$ cat src/rtl/sdram_init_ctrl_if.sv
// Command/address bus from the SDRAM power-up sequencer to the controller mux.
// SDRAM_INIT_STATE_OUT_EN adds the init_state debug signal.
interface sdram_init_ctrl_if;
  logic [3:0]  init_cmd;
  logic [1:0]  init_ba;
  logic [12:0] init_addr;
  logic        init_end;
`ifdef SDRAM_INIT_STATE_OUT_EN
  logic [2:0]  init_state;

  modport master (output init_cmd, output init_ba, output init_addr, output init_end,
                  output init_state);
  modport slave  (input init_cmd, input init_ba, input init_addr, input init_end,
                  input init_state);
`else
  modport master (output init_cmd, output init_ba, output init_addr, output init_end);
  modport slave  (input init_cmd, input init_ba, input init_addr, input init_end);
`endif
endinterface

$ cat src/rtl/sdram_init_ctrl.sv
// SDR SDRAM power-up sequencer: wait, PRECHARGE ALL, AREF_NUM x AUTO REFRESH, LOAD MODE.
// Optional macro SDRAM_INIT_STATE_OUT_EN exports the FSM state on init_state.
module sdram_init_ctrl #(
  parameter int          T_POWER  = 20000,
  parameter int          TRP_CLK  = 2,
  parameter int          TRFC_CLK = 7,
  parameter int          TMRD_CLK = 3,
  parameter int          AREF_NUM = 8,
  parameter logic [12:0] MODE_VAL = 13'b000_0_00_011_0_111
) (
  input  logic                sys_clk,
  input  logic                sys_rst,
  sdram_init_ctrl_if.master   init_bus
);

  localparam int PWR_W    = $clog2(T_POWER + 1);
  localparam int AREF_W   = $clog2(AREF_NUM + 1);
  localparam int WAIT_MX1 = (TRP_CLK > TRFC_CLK) ? TRP_CLK : TRFC_CLK;
  localparam int WAIT_MX2 = (WAIT_MX1 > TMRD_CLK) ? WAIT_MX1 : TMRD_CLK;
  localparam int WAIT_MAX = (WAIT_MX2 > 1) ? WAIT_MX2 : 1;
  localparam int WAIT_W   = $clog2(WAIT_MAX + 1);

  localparam logic [PWR_W-1:0]  PWR_LAST  = PWR_W'(T_POWER - 1);
  localparam logic [WAIT_W-1:0] TRP_LAST  = WAIT_W'(TRP_CLK - 1);
  localparam logic [WAIT_W-1:0] TRFC_LAST = WAIT_W'(TRFC_CLK - 1);
  localparam logic [WAIT_W-1:0] TMRD_LAST = WAIT_W'(TMRD_CLK - 1);
  localparam logic [AREF_W-1:0] AREF_TOT  = AREF_W'(AREF_NUM);

  localparam logic [3:0]  CMD_NOP  = 4'b0111;
  localparam logic [3:0]  CMD_PRE  = 4'b0010;
  localparam logic [3:0]  CMD_AREF = 4'b0001;
  localparam logic [3:0]  CMD_LMR  = 4'b0000;
  localparam logic [1:0]  BA_DEF   = 2'b11;
  localparam logic [12:0] ADDR_DEF = 13'h1FFF;

  typedef enum logic [2:0] {
    IDLE = 3'd0,
    PRE  = 3'd1,
    TRP  = 3'd2,
    AR   = 3'd3,
    TRFC = 3'd4,
    MRS  = 3'd5,
    TMRD = 3'd6,
    END  = 3'd7
  } state_e;

  state_e              state_q, state_d;
  logic [PWR_W-1:0]    pwr_cnt_q, pwr_cnt_d;
  logic [WAIT_W-1:0]   wait_cnt_q, wait_cnt_d;
  logic [AREF_W-1:0]   aref_cnt_q, aref_cnt_d;
  logic [3:0]          cmd_q, cmd_d;
  logic [1:0]          ba_q, ba_d;
  logic [12:0]         addr_q, addr_d;
  logic                end_q, end_d;

  // Next-state and counters; each wait state lasts exactly its *_CLK cycles.
  always_comb begin
    state_d    = state_q;
    pwr_cnt_d  = pwr_cnt_q;
    wait_cnt_d = wait_cnt_q;
    aref_cnt_d = aref_cnt_q;
    case (state_q)
      IDLE: begin
        if (pwr_cnt_q == PWR_LAST) begin
          state_d = PRE;
        end else begin
          pwr_cnt_d = pwr_cnt_q + PWR_W'(1);
        end
      end
      PRE: begin
        state_d    = TRP;
        wait_cnt_d = '0;
      end
      TRP: begin
        if (wait_cnt_q == TRP_LAST) begin
          state_d    = AR;
          wait_cnt_d = '0;
        end else begin
          wait_cnt_d = wait_cnt_q + WAIT_W'(1);
        end
      end
      AR: begin
        state_d    = TRFC;
        wait_cnt_d = '0;
        aref_cnt_d = aref_cnt_q + AREF_W'(1);
      end
      TRFC: begin
        if (wait_cnt_q == TRFC_LAST) begin
          wait_cnt_d = '0;
          if (aref_cnt_q < AREF_TOT) begin
            state_d = AR;
          end else begin
            state_d = MRS;
          end
        end else begin
          wait_cnt_d = wait_cnt_q + WAIT_W'(1);
        end
      end
      MRS: begin
        state_d    = TMRD;
        wait_cnt_d = '0;
      end
      TMRD: begin
        if (wait_cnt_q == TMRD_LAST) begin
          state_d    = END;
          wait_cnt_d = '0;
        end else begin
          wait_cnt_d = wait_cnt_q + WAIT_W'(1);
        end
      end
      END: begin
        state_d = END;
      end
      default: begin
        state_d = IDLE;
      end
    endcase
  end

  // Outputs decode the next state so the command lands in the same cycle the state is entered.
  always_comb begin
    cmd_d  = CMD_NOP;
    ba_d   = BA_DEF;
    addr_d = ADDR_DEF;
    end_d  = 1'b0;
    case (state_d)
      PRE: begin
        cmd_d = CMD_PRE;
      end
      AR: begin
        cmd_d = CMD_AREF;
      end
      MRS: begin
        cmd_d  = CMD_LMR;
        ba_d   = 2'b00;
        addr_d = MODE_VAL;
      end
      END: begin
        end_d = 1'b1;
      end
      default: begin
        cmd_d = CMD_NOP;
      end
    endcase
  end

  // State, counter and output registers with synchronous reset.
  always_ff @(posedge sys_clk) begin
    if (sys_rst) begin
      state_q    <= IDLE;
      pwr_cnt_q  <= '0;
      wait_cnt_q <= '0;
      aref_cnt_q <= '0;
      cmd_q      <= CMD_NOP;
      ba_q       <= BA_DEF;
      addr_q     <= ADDR_DEF;
      end_q      <= 1'b0;
    end else begin
      state_q    <= state_d;
      pwr_cnt_q  <= pwr_cnt_d;
      wait_cnt_q <= wait_cnt_d;
      aref_cnt_q <= aref_cnt_d;
      cmd_q      <= cmd_d;
      ba_q       <= ba_d;
      addr_q     <= addr_d;
      end_q      <= end_d;
    end
  end

  assign init_bus.init_cmd  = cmd_q;
  assign init_bus.init_ba   = ba_q;
  assign init_bus.init_addr = addr_q;
  assign init_bus.init_end  = end_q;
`ifdef SDRAM_INIT_STATE_OUT_EN
  assign init_bus.init_state = state_q;
`endif

endmodule

$ cat src/flat_wrapper.sv
// flat-port wrapper written by rule: the top's interface ports become plain ports
module sdram_init_ctrl_flat 
#(
  parameter int          T_POWER  = 20000,
  parameter int          TRP_CLK  = 2,
  parameter int          TRFC_CLK = 7,
  parameter int          TMRD_CLK = 3,
  parameter int          AREF_NUM = 8,
  parameter logic [12:0] MODE_VAL = 13'b000_0_00_011_0_111
)
  (sys_clk, sys_rst, init_bus_init_cmd, init_bus_init_ba, init_bus_init_addr, init_bus_init_end);
  sdram_init_ctrl_if init_bus_i ();
  input  logic sys_clk;
  input  logic sys_rst;
  output wire logic [$bits(init_bus_i.init_cmd)-1:0] init_bus_init_cmd;
  output wire logic [$bits(init_bus_i.init_ba)-1:0] init_bus_init_ba;
  output wire logic [$bits(init_bus_i.init_addr)-1:0] init_bus_init_addr;
  output wire logic [$bits(init_bus_i.init_end)-1:0] init_bus_init_end;
  assign init_bus_init_cmd = init_bus_i.init_cmd;
  assign init_bus_init_ba = init_bus_i.init_ba;
  assign init_bus_init_addr = init_bus_i.init_addr;
  assign init_bus_init_end = init_bus_i.init_end;
  sdram_init_ctrl #(.T_POWER(T_POWER), .TRP_CLK(TRP_CLK), .TRFC_CLK(TRFC_CLK), .TMRD_CLK(TMRD_CLK), .AREF_NUM(AREF_NUM), .MODE_VAL(MODE_VAL)) u_core (.sys_clk(sys_clk), .sys_rst(sys_rst), .init_bus(init_bus_i));
endmodule
$ cat config.mk
export PLATFORM = sky130hd
export DESIGN_NAME = sdram_init_ctrl_flat
export DESIGN_NICKNAME = d
export VERILOG_FILES = /design/src/rtl/sdram_init_ctrl_if.sv /design/src/rtl/sdram_init_ctrl.sv /design/src/flat_wrapper.sv
export SDC_FILE = /design/constraint.sdc
export NUM_CORES = 1
export LEC_CHECK = 0
export ABC_AREA = 1
export BUFFER_PORTS_ARGS = -buffer_cell sky130_fd_sc_hd__buf_4
export CAP_MARGIN = 20
export CORE_MARGIN = 2
export CORE_UTILIZATION = 40
export DETAILED_ROUTE_END_ITERATION = 8
export PLACE_DENSITY = 0.65
export SYNTH_ARGS = -nofsm -noshare
export SYNTH_HDL_FRONTEND = slang
export SYNTH_SLANG_ARGS = --single-unit
$ cat constraint.sdc
create_clock -name sys_clk -period 1.55 [get_ports sys_clk]
set_input_delay 0.155 -clock sys_clk [delete_from_list [all_inputs] [get_ports sys_clk]]
set_output_delay 0.155 -clock sys_clk [all_outputs]
set_load 0.005 [all_outputs]
==> run_results.csv <==
group,metric,value,unit
logic_synthesis,synth-seq-area-share,0.348,
logic_synthesis,ys_warn_count,0,
cts,cts_resized,0,
pwr,seq_power_share,0.415,
pwr,p_leak,0.774,nW
die,row_count,23,
logic_synthesis,synth_cell_types,25,
worst_setup_path,cp.required,1710,ps
pwr,clockPowerShare,0.378,
cts,htreeDepth,2,
detailed_routing,antenna_left,0,
placed_design,dpl_cell_area,1880,sq um
detailed_routing,drt-initial-drc-count,79,
worst_setup_path,cp_top_family,"simple AND/OR/NAND/NOR gates",
worst_setup_path,path_cells,"ha_2 > inv_2 > nor2_4 > nand3_2 > nor2_2 > nor2_2 > buf_4 > nor2_1 > nand4_1",
final_layout,layout_commonest_cell,"nand2_1",
global_route,antenna_found_initial,0,
cts,cts_made_buffers,5,
cts,clock_latency,280,ps
timing,period_share,0.908,
cts,cts_hold_buffers,0,
die,io_pins,22,
cts,post-cts-setup-buffers,0,
cts,cts-root-buf,"clkbuf_8",
flow_run,cap_viol_max_count,0,
global_route,grt_pass1_vias,1401,
detailed_routing,wirelength,3.34,mm
die,core-area,4090,sq um
timing,fin_crit,1410,ps
worst_setup_path,crit_top_cell,"nor2_2",
timing,timing.final.max_slew_violations,0,
final_layout,multi_input_area,920,sq um
detailed_routing,vias,1563,
worst_setup_path,crit_path_start_kind,"flip-flop",
timing,rsz0062_at_grt,"no",
worst_setup_path,slowest_stage,"dfxtp_1",
final_layout,nFillCells,434,
final_layout,stdcell_area,2000,sq um
pwr,peakVddDrop,0.000483,V
detailed_routing,post_drt_wl_per_cell,9.97,microns
placed_design,dp_hpwl,2.59,mm
logic_synthesis,avgSynthCellArea,6.51,sq um
pwr,p_sw,0.565,mW
cts,clkSinkCount,30,
cts,path_clk_slew,60,ps
pwr,p_int,1.52,mW
final_layout,nNetsFinal,289,
run_status,run_status,"finished, final reports clean",
worst_setup_path,slowest_delay,340,ps
logic_synthesis,synth_area,1730,sq um
worst_setup_path,crit_fanout,9,
worst_setup_path,timing_worst_setup_path_type,"reg2reg",
timing,setup_viol,0,
logic_synthesis,synth_top_area_share,0.348,
global_route,grt.overflow.total,0,
die,die_w,69.7,microns
worst_setup_path,cp-end-kind,"flip-flop",
pwr,combinationalPowerShare,0.207,
timing,setup_tns,0,ps
timing,hold_viol,0,
worst_setup_path,critical_path_arrival,1560,ps
placed_design,gp_congestion,0.831,
final_layout,drive_gt1_frac,0.168,
detailed_routing,avgViaCountPerCell,4.67,
global_route,grt_first_pass_wirelength,5.95,mm
die,die_area,4850,sq um
timing,max_freq,0.711,GHz
cts,clockBufferDepth,2,
logic_synthesis,synth_area_leader_cell,"dfxtp_1",
final_layout,register_area,602,sq um
detailed_routing,drc,0,
cts,tritoncts,"done",
die,die_h,69.7,microns
logic_synthesis,ys_seq_elements,30,
final_layout,final_cell_mix,"nand2_1 (80), nor2_1 (36), buf_4 (29), dfxtp_1 (29), inv_1 (22)",
global_route,grt_max_degree,22,
logic_synthesis,synth_area_leaders,"dfxtp_1 (35%), nand2_1 (17%), nor2_1 (8.3%), buf_4 (6.5%), a21oi_1 (5.5%)",
detailed_routing,drt_first_pass_iters,4,
pwr,swShare,0.271,
final_layout,area_delta_synth_final,16.0,%
global_route,grt.total_usage,0.151,
die,start_util,0.422,
pwr,p_per_area,1040,nW/um^2
placed_design,numPortBuffers,15,
timing,final.setup_skew,3.65,ps
worst_setup_path,worstPathBufferInverterCount,2,
final_layout,diodes,0,
logic_synthesis,synthCells,265,
min_path,hold_path_class,"in2reg",
worst paths after layout:
check	endpoint	slack, ps	cells past startpoint	from
max reg2reg	u_core.init_bus.init_ba[0]$_SDFF_PP1_	140	9	u_core.pwr_cnt_q[0]$_SDFFE_PP0P_
min reg2reg	u_core.aref_cnt_q[2]$_SDFFE_PP0P_	460	2	u_core.aref_cnt_q[2]$_SDFFE_PP0P_
min	u_core.pwr_cnt_q[11]$_SDFFE_PP0P_	200	2	sys_rst
max	u_core.init_bus.init_ba[0]$_SDFF_PP1_	140	9	u_core.pwr_cnt_q[0]$_SDFFE_PP0P_
cell usage after synthesis:
master / number
nand2_2: 1
nor2_2: 2
ha_1: 2
nor2_4: 1
xor2_1: 7
buf_4: 15
conb_1: 2
nand2_1: 80
buf_2: 2
xnor2_1: 1
nor3_1: 2
clkbuf_1: 2
or2_2: 1
inv_2: 1
dfxtp_1: 30
a21oi_1: 19
nand3_2: 1
o21bai_4: 1
o21ai_0: 10
nand3_1: 16
a211oi_1: 1
buf_6: 1
nand4_1: 7
inv_1: 22
nor2_1: 38
sequential cells by signal, indices dropped and copies added (netlist names):
register,cells
u_core.state_q,3
u_core.init_bus.init_end,1
u_core.init_bus.init_cmd,3
u_core.pwr_cnt_q,15
u_core.wait_cnt_q,3
u_core.aref_cnt_q,4
u_core.init_bus.init_ba,1
stage by stage:
| stage | hold slack, ps | setup slack, ps | total power [mW] | utilization | instances |
|---|---|---|---|---|---|
| detailed placement | 462 | 75.1 | 1.31 | 0.461 | 328 |
| global route | 223 | 2.39 | 2.21 | 0.490 | 335 |
| global placement | 453 | 124 | 1.31 | 0.461 | 328 |
| finish | 204 | 143 | 2.09 | 0.490 | 335 |
| floorplan | 322 | 11.2 | 1.18 | - | 269 |
| CTS | 206 | 64.0 | 2.11 | 0.488 | 335 |
area by class of cell:
cell class | instances | area share
multi-input combinational | 196 | 0.460
sequential | 30 | 0.301
timing repair buffer | 29 | 0.109
tap | 50 | 0.0313
clock inverter | 1 | 0.0150
clock buffer | 6 | 0.0413
inverter | 23 | 0.0432
worst register-to-register path, stage by stage (launching register included):
cell and delay (ps):
dfxtp_1 340, ha_2 190, inv_2 40, nor2_4 130
nand3_2 110, nor2_2 120, nor2_2 50, buf_4 160
nor2_1 80, nand4_1 70
routing by layer:
metal / global-route usage / vias up / wire length (microns)
met4: 0.0833 / 0 / 76
met3: 0.0363 / 8 / 194
met1: 0.199 / 659 / 1650
met2: 0.226 / 44 / 1420
li1: - / 852 / -
met5: 0 / - / 0
power groups by stage:
| stage | Clock (mW) | Combinational, mW | Sequential [mW] |
|---|---|---|---|
| 5_1_grt | 0.849 | 0.492 | 0.874 |
| 2_1_floorplan | 0 | 0.293 | 0.885 |
| 6_report | 0.790 | 0.431 | 0.866 |
| 4_1_cts | 0.810 | 0.435 | 0.864 |
| 3_5_place_dp | 0 | 0.433 | 0.881 |
| 3_3_place_gp | 0 | 0.437 | 0.878 |
kinds of logic after synthesis:
logic type      count (synthesis)  synth area share
fa+ha+maj                       2            0.0145
compound gates                 31            0.0994
other cells                     2           0.00435
simple gates                  149             0.361
buf+inv                        43             0.132
flops                          30             0.348
xor+xnor                        8            0.0406
Power figures use the tool's default switching activity.
